[src/rtl/mem_port_arbiter_pkg.sv]
// ============================================================================
// mem_port_arbiter_pkg : shared types and constants for the memory port arbiter
// Rev 1.0
// ============================================================================
`default_nettype none

package mem_port_arbiter_pkg;

    localparam int MEM_ARB_LINE_W       = 30;
    localparam int MEM_ARB_DATA_W       = 32;
    localparam int MEM_ARB_STARVE_LIMIT = 4;

    typedef enum logic [1:0] {
        OWNER_NONE = 2'd0,
        OWNER_IF   = 2'd1,
        OWNER_DATA = 2'd2
    } MemOwner;

    function automatic logic is_load(input logic [3:0] wEnable);
        return (wEnable == 4'b0000);
    endfunction

endpackage

`default_nettype wire

[src/rtl/mem_port_arbiter_if.sv]
// ============================================================================
// mem_port_arbiter_if : fetch, load/store and BRAM port bundle of the arbiter
// Rev 1.0
// ============================================================================
`default_nettype none

interface mem_port_arbiter_if #(
    parameter int LINE_W = 30,
    parameter int DATA_W = 32
);
    logic              flush;
    logic              ifReq;
    logic [LINE_W-1:0] ifLine;
    logic              ifGnt;
    logic              ifRValid;
    logic [DATA_W-1:0] ifRData;
    logic              dReq;
    logic [LINE_W-1:0] dLine;
    logic [3:0]        dWEnable;
    logic [DATA_W-1:0] dWData;
    logic              dGnt;
    logic              dRValid;
    logic [DATA_W-1:0] dRData;
    logic [LINE_W-1:0] memLine;
    logic [3:0]        memWEnable;
    logic [DATA_W-1:0] memWData;
    logic [DATA_W-1:0] memRData;

    // Core and BRAM side
    modport master (
        output flush, ifReq, ifLine, dReq, dLine, dWEnable, dWData, memRData,
        input  ifGnt, ifRValid, ifRData, dGnt, dRValid, dRData,
               memLine, memWEnable, memWData
    );

    // Arbiter side
    modport slave (
        input  flush, ifReq, ifLine, dReq, dLine, dWEnable, dWData, memRData,
        output ifGnt, ifRValid, ifRData, dGnt, dRValid, dRData,
               memLine, memWEnable, memWData
    );
endinterface

`default_nettype wire

[src/rtl/mem_port_arbiter.sv]
// ============================================================================
// mem_port_arbiter : shares one BRAM port between fetch and load/store,
// DATA-priority with a starvation escape for fetch.  Rev 1.0
// ============================================================================
`default_nettype none

module mem_port_arbiter
    import mem_port_arbiter_pkg::*;
#(
    parameter int STARVE_LIMIT = MEM_ARB_STARVE_LIMIT
) (
    input  wire logic           clk,
    input  wire logic           rst,
    mem_port_arbiter_if.slave   bus
);

    localparam int              CNT_W   = $clog2(STARVE_LIMIT + 1);
    localparam logic [CNT_W-1:0] c_LIMIT = CNT_W'(STARVE_LIMIT);
    localparam logic [CNT_W-1:0] c_ONE   = CNT_W'(1);

    MemOwner          r_respOwner;
    logic [CNT_W-1:0] r_starveCnt;

    logic w_ifOk;
    logic w_forceIf;
    logic w_ifGnt;
    logic w_dGnt;

    always_comb begin
        w_ifOk    = bus.ifReq && !bus.flush;
        w_forceIf = w_ifOk && (r_starveCnt == c_LIMIT);
        w_ifGnt   = 1'b0;
        w_dGnt    = 1'b0;
        if (w_forceIf) begin
            w_ifGnt = 1'b1;
        end else if (bus.dReq) begin
            w_dGnt = 1'b1;
        end else if (w_ifOk) begin
            w_ifGnt = 1'b1;
        end
    end

    always_comb begin
        bus.memLine    = bus.dLine;
        bus.memWEnable = 4'b0000;
        bus.memWData   = bus.dWData;
        if (w_ifGnt) begin
            bus.memLine = bus.ifLine;
        end else if (w_dGnt) begin
            bus.memWEnable = bus.dWEnable;
        end
    end

    assign bus.ifGnt    = w_ifGnt;
    assign bus.dGnt     = w_dGnt;
    // A flush arriving while a fetch is in flight drops that response
    assign bus.ifRValid = (r_respOwner == OWNER_IF) && !bus.flush;
    assign bus.dRValid  = (r_respOwner == OWNER_DATA);
    assign bus.ifRData  = bus.memRData;
    assign bus.dRData   = bus.memRData;

    always_ff @(posedge clk or posedge rst) begin
        if (rst) begin
            r_respOwner <= OWNER_NONE;
            r_starveCnt <= '0;
        end else begin
            if (w_ifGnt) begin
                r_respOwner <= OWNER_IF;
            end else if (w_dGnt && is_load(bus.dWEnable)) begin
                r_respOwner <= OWNER_DATA;
            end else begin
                r_respOwner <= OWNER_NONE;
            end

            if (w_ifGnt || !bus.ifReq) begin
                r_starveCnt <= '0;
            end else if (w_dGnt && (r_starveCnt != c_LIMIT)) begin
                r_starveCnt <= r_starveCnt + c_ONE;
            end
        end
    end

endmodule

`default_nettype wire
[src/flat_wrapper.sv]
// flat-port wrapper written by rule: the top's interface ports become plain ports
module mem_port_arbiter_flat import mem_port_arbiter_pkg::*;
#(
    parameter int STARVE_LIMIT = MEM_ARB_STARVE_LIMIT
)
  (clk, rst, bus_flush, bus_ifReq, bus_ifLine, bus_dReq, bus_dLine, bus_dWEnable, bus_dWData, bus_memRData, bus_ifGnt, bus_ifRValid, bus_ifRData, bus_dGnt, bus_dRValid, bus_dRData, bus_memLine, bus_memWEnable, bus_memWData);
  mem_port_arbiter_if bus_i ();
  input  wire logic clk;
  input  wire logic rst;
  input wire logic [$bits(bus_i.flush)-1:0] bus_flush;
  input wire logic [$bits(bus_i.ifReq)-1:0] bus_ifReq;
  input wire logic [$bits(bus_i.ifLine)-1:0] bus_ifLine;
  input wire logic [$bits(bus_i.dReq)-1:0] bus_dReq;
  input wire logic [$bits(bus_i.dLine)-1:0] bus_dLine;
  input wire logic [$bits(bus_i.dWEnable)-1:0] bus_dWEnable;
  input wire logic [$bits(bus_i.dWData)-1:0] bus_dWData;
  input wire logic [$bits(bus_i.memRData)-1:0] bus_memRData;
  output wire logic [$bits(bus_i.ifGnt)-1:0] bus_ifGnt;
  output wire logic [$bits(bus_i.ifRValid)-1:0] bus_ifRValid;
  output wire logic [$bits(bus_i.ifRData)-1:0] bus_ifRData;
  output wire logic [$bits(bus_i.dGnt)-1:0] bus_dGnt;
  output wire logic [$bits(bus_i.dRValid)-1:0] bus_dRValid;
  output wire logic [$bits(bus_i.dRData)-1:0] bus_dRData;
  output wire logic [$bits(bus_i.memLine)-1:0] bus_memLine;
  output wire logic [$bits(bus_i.memWEnable)-1:0] bus_memWEnable;
  output wire logic [$bits(bus_i.memWData)-1:0] bus_memWData;
  assign bus_i.flush = bus_flush;
  assign bus_i.ifReq = bus_ifReq;
  assign bus_i.ifLine = bus_ifLine;
  assign bus_i.dReq = bus_dReq;
  assign bus_i.dLine = bus_dLine;
  assign bus_i.dWEnable = bus_dWEnable;
  assign bus_i.dWData = bus_dWData;
  assign bus_i.memRData = bus_memRData;
  assign bus_ifGnt = bus_i.ifGnt;
  assign bus_ifRValid = bus_i.ifRValid;
  assign bus_ifRData = bus_i.ifRData;
  assign bus_dGnt = bus_i.dGnt;
  assign bus_dRValid = bus_i.dRValid;
  assign bus_dRData = bus_i.dRData;
  assign bus_memLine = bus_i.memLine;
  assign bus_memWEnable = bus_i.memWEnable;
  assign bus_memWData = bus_i.memWData;
  mem_port_arbiter #(.STARVE_LIMIT(STARVE_LIMIT)) u_core (.clk(clk), .rst(rst), .bus(bus_i));
endmodule
[config.mk]
export PLATFORM = sky130hd
export DESIGN_NAME = mem_port_arbiter_flat
export DESIGN_NICKNAME = d
export VERILOG_FILES = /design/src/rtl/mem_port_arbiter_pkg.sv /design/src/rtl/mem_port_arbiter_if.sv /design/src/rtl/mem_port_arbiter.sv /design/src/flat_wrapper.sv
export SDC_FILE = /design/constraint.sdc
export NUM_CORES = 1
export LEC_CHECK = 0
export CORE_MARGIN = 8
export CORE_UTILIZATION = 19
export CTS_CLUSTER_DIAMETER = 120
export DETAILED_ROUTE_END_ITERATION = 10
export GPL_TIMING_DRIVEN = 0
export PLACE_DENSITY = 0.79
export SYNTH_ARGS = -nofsm -noshare
export SYNTH_HDL_FRONTEND = slang
export SYNTH_SLANG_ARGS = --single-unit
[constraint.sdc]
create_clock -name clk -period 2.2 [get_ports clk]
set_input_delay 0.66 -clock clk [delete_from_list [all_inputs] [get_ports clk]]
set_output_delay 0.66 -clock clk [all_outputs]
set_load 0.02 [all_outputs]
==> results of run 1 <==
[metrics by stage]
step | instances | setup TNS, ns | hold slack (ns) | power [mW] | utilization
after floorplan | 164 | 0 | 0.439 | 0.522 | -
after global placement | 468 | -38.19 | 0.576 | 0.928 | 0.474
after detailed placement | 468 | -38.38 | 0.589 | 0.941 | 0.474
after CTS | 487 | -7.83 | 0.660 | 1.19 | 0.518
after global routing | 488 | -8.62 | 0.674 | 1.23 | 0.518
final | 488 | -7.54 | 0.651 | 1.17 | 0.518
[synthesized netlist by cell type (all sizes together)]
cell | n | share of area
mux2i | 2 | 0.013
o21a | 1 | 0.0049
nand2 | 4 | 0.0098
nor3b | 1 | 0.0049
nor4 | 1 | 0.0041
nand3b | 1 | 0.0049
buf | 99 | 0.49
dfrtp | 5 | 0.081
ha | 2 | 0.016
and2 | 6 | 0.024
mux2 | 30 | 0.29
a21boi | 2 | 0.017
nor2 | 2 | 0.0098
nor2b | 1 | 0.0041
nand2b | 1 | 0.0041
o2111ai | 1 | 0.0057
o21ai | 1 | 0.0033
inv | 4 | 0.0098
[kinds of logic after synthesis]
kind of cell               Yosys count  share of synthesized area
muxes                               32                      0.304
DFF                                  5                     0.0815
buffers and inverters              103                      0.501
AOI/OAI and AO/OA                    5                     0.0310
adders and majority gates            2                     0.0163
and+or+nand+nor                     17                     0.0660
[final cells by class]
type                            instances  area share
Multi-Input combinational cell         56       0.170
Clock buffer                            4      0.0112
Inverter                                4     0.00373
Tap cell                              102      0.0317
Buffer                                 99       0.193
Sequential cell                         5      0.0311
Timing Repair Buffer                  218       0.560
[state kept, by name, indices dropped and copies added, names as in the netlist]
signal,count
u_core.r_respOwner,2
u_core.r_starveCnt,3
[layer usage]
layer | wire, µm | part of all wire | vias to the layer above
li1 | - | - | 879
met2 | 4870 | 0.58 | 118
met4 | 8 | 0.00095 | 0
met1 | 2770 | 0.33 | 843
met5 | 0 | 0 | -
met3 | 763 | 0.091 | 2
[worst max-delay path, cell delays in order, from the launching register on]
cell      delay [ns]
dfrtp_1         0.36
inv_2           0.05
ha_4            0.16
a21boi_4        0.18
nor2_4          0.06
buf_12          0.13
buf_12          0.13
buf_8           0.13
mux2_4          0.30
buf_6           0.13
[worst max path at each step]
stage	cells past startpoint	slack, ns	end
finish	9	-0.31	bus_memLine[1]
global route	9	-0.35	bus_memLine[1]
CTS	9	-0.31	bus_memLine[1]
detailed placement	6	-1.12	bus_memLine[27]
global placement	6	-1.12	bus_memLine[27]
floorplan	4	0.02	bus_memLine[20]
[power groups by stage]
stage	sequential [mW]	combinational [mW]	clock (mW)
floorplan	0.0993	0.423	0
global placement	0.0996	0.828	0
detailed placement	0.100	0.841	0
CTS	0.0982	0.910	0.178
global route	0.0987	0.945	0.186
finish	0.0984	0.904	0.171
[repair_timing]
| item | in CTS | in global routing |
|---|---|---|
| endpoints found under the setup margin | 37 | 35 |
| pin swaps | 6 | 4 |
| cloned | 3 | 0 |
| hold endpoints to repair | 0 | 0 |
| resized for setup | 242 | 8 |
| setup buffers | 12 | 2 |
==> flow_summary.json, run 1 <==
{
  "status": "finished, violations left",
  "violations": "negative setup slack",
  "p_int_mw": 0.779,
  "syn-num-nets": 299,
  "p_leak_nw": 1.87,
  "cp.required_ns": 1.54,
  "detail_route.iter0.violations": 37,
  "tightest_slew_ns": 0.300,
  "place_congestion": 0.756,
  "cts.htree.levels": 1,
  "global_route.usage.met2": 0.282,
  "cts_sinks": 5,
  "ys_ff_latch": 5,
  "timing.fmax_mhz": 398,
  "fin_crit_sh": 1.14,
  "reg2reg_to": "u_core.r_starveCnt[0]",
  "grt.total_usage": 0.135,
  "reg2reg_slack_ns": 0.84,
  "pre_cts_slack_ns": -1.12,
  "critPathArrivalTime_ns": 1.85,
  "cts_buffer_depth": 2,
  "wl_per_cell_um": 17.2,
  "clock_power_share": 0.146,
  "antenna_left": 0,
  "hp-class": "in2async",
  "syn_inst": 164,
  "crit_type": "reg2out",
  "drcViolationCount": 0,
  "cts_tree": "done",
  "clk_latency_ns": 0.22,
  "first_pass_iters": 4,
  "cp-startpoint": "u_core.r_starveCnt[0]",
  "portBuffers": 202,
  "syn_area_per_cell_um2": 9.36,
  "place_hpwl_mm": 7.43,
  "dieWidth_um": 106,
  "multi_input_area_um2": 682,
  "vias": 1842,
  "design_area_um2": 4020,
  "via_per_inst": 3.77,
  "fin_skew_ns": 0.00177,
  "nFillCells": 695,
  "cts_buffers": 3,
  "rows": 32,
  "dieArea_um2": 11200,
  "drive_above_1_share": 0.513,
  "met1_usage": 0.122,
  "path_max_fanout": 5,
  "place_area_um2": 3680,
  "power_density_nw_per_um2": 292,
  "hold_viol": 0,
  "area_delta_synth_final_pct": 162,
  "p_sw_mw": 0.394,
  "drv_slew": 0,
  "grt_antenna_before_repair": 0,
  "clk_pin_slew_ns": 0.04,
  "switching_share": 0.336,
  "syn_area_um2": 1540,
  "nets": 522,
  "die_y_um": 106,
  "grtUsageMet3": 0.0513,
  "final_common_cell": "clkdlybuf4s50_1",
  "top_usage_layer": "met2",
  "finalWorstPathRequiredPeriod_ns": 2.51,
  "grt_overflow": 0,
  "critPathLaunchType": "flip-flop",
  "vdd_drop_max_mv": 0.254,
  "setup_viol": 30,
  "r2r_cells": 7,
  "slew_headroom": 0.799,
  "p_seq_frac": 0.084,
  "grt_max_degree": 7,
  "rsz0062_at_grt": "true",
  "initial_core_util": 0.198,
  "cts_root_buf": "clkbuf_8",
  "regArea_um2": 125,
  "synth_cell_types": 22,
  "final_cell_mix": "clkdlybuf4s50_1 (162), buf_4 (107), buf_6 (35)",
  "wirelength_mm": 8.42,
  "ys_seq_area_frac": 0.0815,
  "p_comb_frac": 0.770,
  "diodes": 0,
  "endpoint_kind": "output pin",
  "ios": 267,
  "ctsHoldBuffers": 0,
  "core_area_um2": 7770,
  "rr_startpoint": "u_core.r_starveCnt[0]",
  "timing.final.ws_setup_ns": -0.313,
  "grt_pass1_vias": 2119,
  "ys_warn_count": 0,
  "cap_violations": 0,
  "grt_pass1_wl_mm": 12.1
}
Note: power is estimated with default switching activity, not from simulation.
==> inputs of run 2 (changes only) <==
--- a/config.mk
+++ b/config.mk
@@ -5,12 +5,12 @@
 export SDC_FILE = /design/constraint.sdc
 export NUM_CORES = 1
 export LEC_CHECK = 0
-export CORE_MARGIN = 8
-export CORE_UTILIZATION = 19
+export CORE_AREA = 8 8 96 98
 export CTS_CLUSTER_DIAMETER = 120
 export DETAILED_ROUTE_END_ITERATION = 10
+export DIE_AREA = 0 0 104 106
 export GPL_TIMING_DRIVEN = 0
-export PLACE_DENSITY = 0.79
+export PLACE_DENSITY = 0.8
 export SYNTH_ARGS = -nofsm -noshare
 export SYNTH_HDL_FRONTEND = slang
 export SYNTH_SLANG_ARGS = --single-unit
==> constraint.sdc (replaced) <==
create_clock -name clk -period 3 [get_ports clk]
set_input_delay 0.9 -clock clk [delete_from_list [all_inputs] [get_ports clk]]
set_output_delay 0.9 -clock clk [all_outputs]
set_load 0.02 [all_outputs]
==> flow_summary.json, run 2 (synthesized netlist as in run 1, its figures left out) <==
{
  "final_common_cell": "clkdlybuf4s50_1",
  "ios": 267,
  "nets": 515,
  "critPathLaunchType": "input port",
  "place_inst": 471,
  "tightest_slew_ns": 0.239,
  "portBuffers": 202,
  "hp-class": "reg2reg",
  "place_hpwl_mm": 6.85,
  "status": "complete, no violations",
  "core_area_um2": 7850,
  "vdd_drop_max_mv": 0.181,
  "setup_viol": 0,
  "regMostFlops": "u_core.r_starveCnt",
  "grt_max_degree": 11,
  "clock_power_share": 0.153,
  "wirelength_mm": 7.67,
  "place_area_um2": 3690,
  "grt_antenna_before_repair": 0,
  "p_comb_frac": 0.757,
  "rows": 33,
  "cts_buffer_depth": 2,
  "design_area_um2": 3820,
  "regArea_um2": 125,
  "power_density_nw_per_um2": 212,
  "largestRegisters": "u_core.r_starveCnt x3, u_core.r_respOwner x2",
  "antenna_left": 0,
  "largest_reg_flops": 3,
  "crit_type": "in2out",
  "clk_latency_ns": 0.22,
  "first_pass_iters": 2,
  "timing.fmax_mhz": 338,
  "hold_viol": 0,
  "switching_share": 0.340,
  "cp.required_ns": 2.10,
  "vias": 1811,
  "ctsHoldBuffers": 0,
  "diodes": 0,
  "p_leak_nw": 1.79,
  "dieWidth_um": 104,
  "drv_slew": 0,
  "p_int_mw": 0.534,
  "detail_route.iter0.violations": 10,
  "final_cell_mix": "clkdlybuf4s50_1 (164), buf_4 (102), mux2_4 (29)",
  "total_power_mw": 0.809,
  "via_per_inst": 3.74,
  "dieArea_um2": 11000,
  "cts_sinks": 5,
  "cts_buffers": 3,
  "drive_above_1_share": 0.470,
  "cts.htree.levels": 1,
  "cts_root_buf": "clkbuf_8",
  "nFillCells": 739,
  "fin_skew_ns": 0.00365,
  "finalWorstPathRequiredPeriod_ns": 2.96,
  "rsz0062_at_grt": "true",
  "critPathArrivalTime_ns": 2.06,
  "path_max_fanout": 5,
  "finish.utilization": 0.487,
  "die_y_um": 106,
  "grt_pass1_wl_mm": 11.2,
  "wl_per_cell_um": 15.9,
  "p_seq_frac": 0.090,
  "fin_cells": 484,
  "area_delta_synth_final_pct": 149,
  "initial_core_util": 0.196,
  "cts_tree": "done",
  "grt_pass1_vias": 1957,
  "cap_violations": 0,
  "multi_input_area_um2": 648,
  "drcViolationCount": 0,
  "grt_overflow": 0,
  "fin_crit_sh": 0.987,
  "grt.total_usage": 0.124,
  "clk_pin_slew_ns": 0.04,
  "endpoint_kind": "output pin",
  "p_sw_mw": 0.275,
  "slew_headroom": 0.840,
  "place_congestion": 0.742
}
-- run 2: cell types whose count changed in the layout (fill, tap and decap cells not counted), sizes merged --
cell           delta
clkdlybuf4s50     +2
clkinv            +1
bufbuf            +1
buf              -15
dlygate4sd2       +4
-- run 2: final cells by class --
| class | count | area share |
|---|---|---|
| Buffer | 99 | 0.203 |
| Tap cell | 105 | 0.0344 |
| Sequential cell | 5 | 0.0327 |
| Inverter | 4 | 0.00393 |
| Multi-Input combinational cell | 56 | 0.170 |
| Timing Repair Buffer | 211 | 0.544 |
| Clock inverter | 1 | 0.00131 |
| Clock buffer | 3 | 0.0108 |
-- run 2: power groups by stage --
stage          registers (mW)  clock network (mW)  logic (mW)
2_1_floorplan          0.0728                   0       0.310
3_3_place_gp           0.0730                   0       0.605
3_5_place_dp           0.0734                   0       0.612
4_1_cts                0.0725               0.128       0.601
5_1_grt                0.0728               0.130       0.643
6_report               0.0725               0.124       0.613
-- run 2: worst max-delay path, stage by stage --
cell,delay [ns]
buf_6,0.10
a21boi_4,0.14
nor2_4,0.18
bufbuf_16,0.29
mux2_4,0.29
buf_2,0.16
-- run 2: per-layer routing --
layer  global-route usage  part of all wire  vias to the layer above
li1                     -                 -                      864
met1                0.122              0.34                      812
met2                0.241              0.54                      131
met3               0.0532              0.11                        4
met4               0.0186            0.0033                        0
met5                    0                 0                        -
-- run 2: final timing paths --
path / to / slack (ns) / start / cells after the start
worst min register to register: u_core.r_starveCnt[1] / 0.59 / u_core.r_starveCnt[1] / 2
worst min-delay path: u_core.r_starveCnt[1] / 0.59 / u_core.r_starveCnt[1] / 2
worst max-delay path: bus_memLine[16] / 0.04 / bus_dReq / 6
min in group asynchronous: u_core.r_starveCnt[0] / 0.88 / rst / 2
max in group asynchronous: u_core.r_respOwner[0] / 1.94 / rst / 2
worst max register to register: u_core.r_respOwner[0] / 1.50 / u_core.r_starveCnt[0] / 7
-- run 2: repair_timing --
| item | in CTS | in global routing |
|---|---|---|
| endpoints found under the setup margin | 37 | 31 |
| setup buffers | 6 | 0 |
| gates cloned | 2 | 1 |
| pin swaps | 1 | 1 |
| gates resized for setup | 151 | 28 |
| endpoints found under the hold margin | 0 | 0 |
-- run 2: metrics by stage --
stage	TNS [ns]	worst slack, ns	hold slack (ns)
2_1_floorplan	0	0.335	0.554
3_3_place_gp	-27.09	-0.815	0.578
3_5_place_dp	-27.37	-0.820	0.584
4_1_cts	-0.0387	-0.00941	0.591
5_1_grt	-0.0804	-0.0211	0.655
6_report	0	0.0400	0.586
==> inputs of run 3 (changes only) <==
--- a/config.mk
+++ b/config.mk
@@ -14,3 +14,4 @@
 export SYNTH_ARGS = -nofsm -noshare
 export SYNTH_HDL_FRONTEND = slang
 export SYNTH_SLANG_ARGS = --single-unit
+export TNS_END_PERCENT = 100
==> results of run 3 <==
The final DEF is identical to that of run 2; final timing and power are the same.
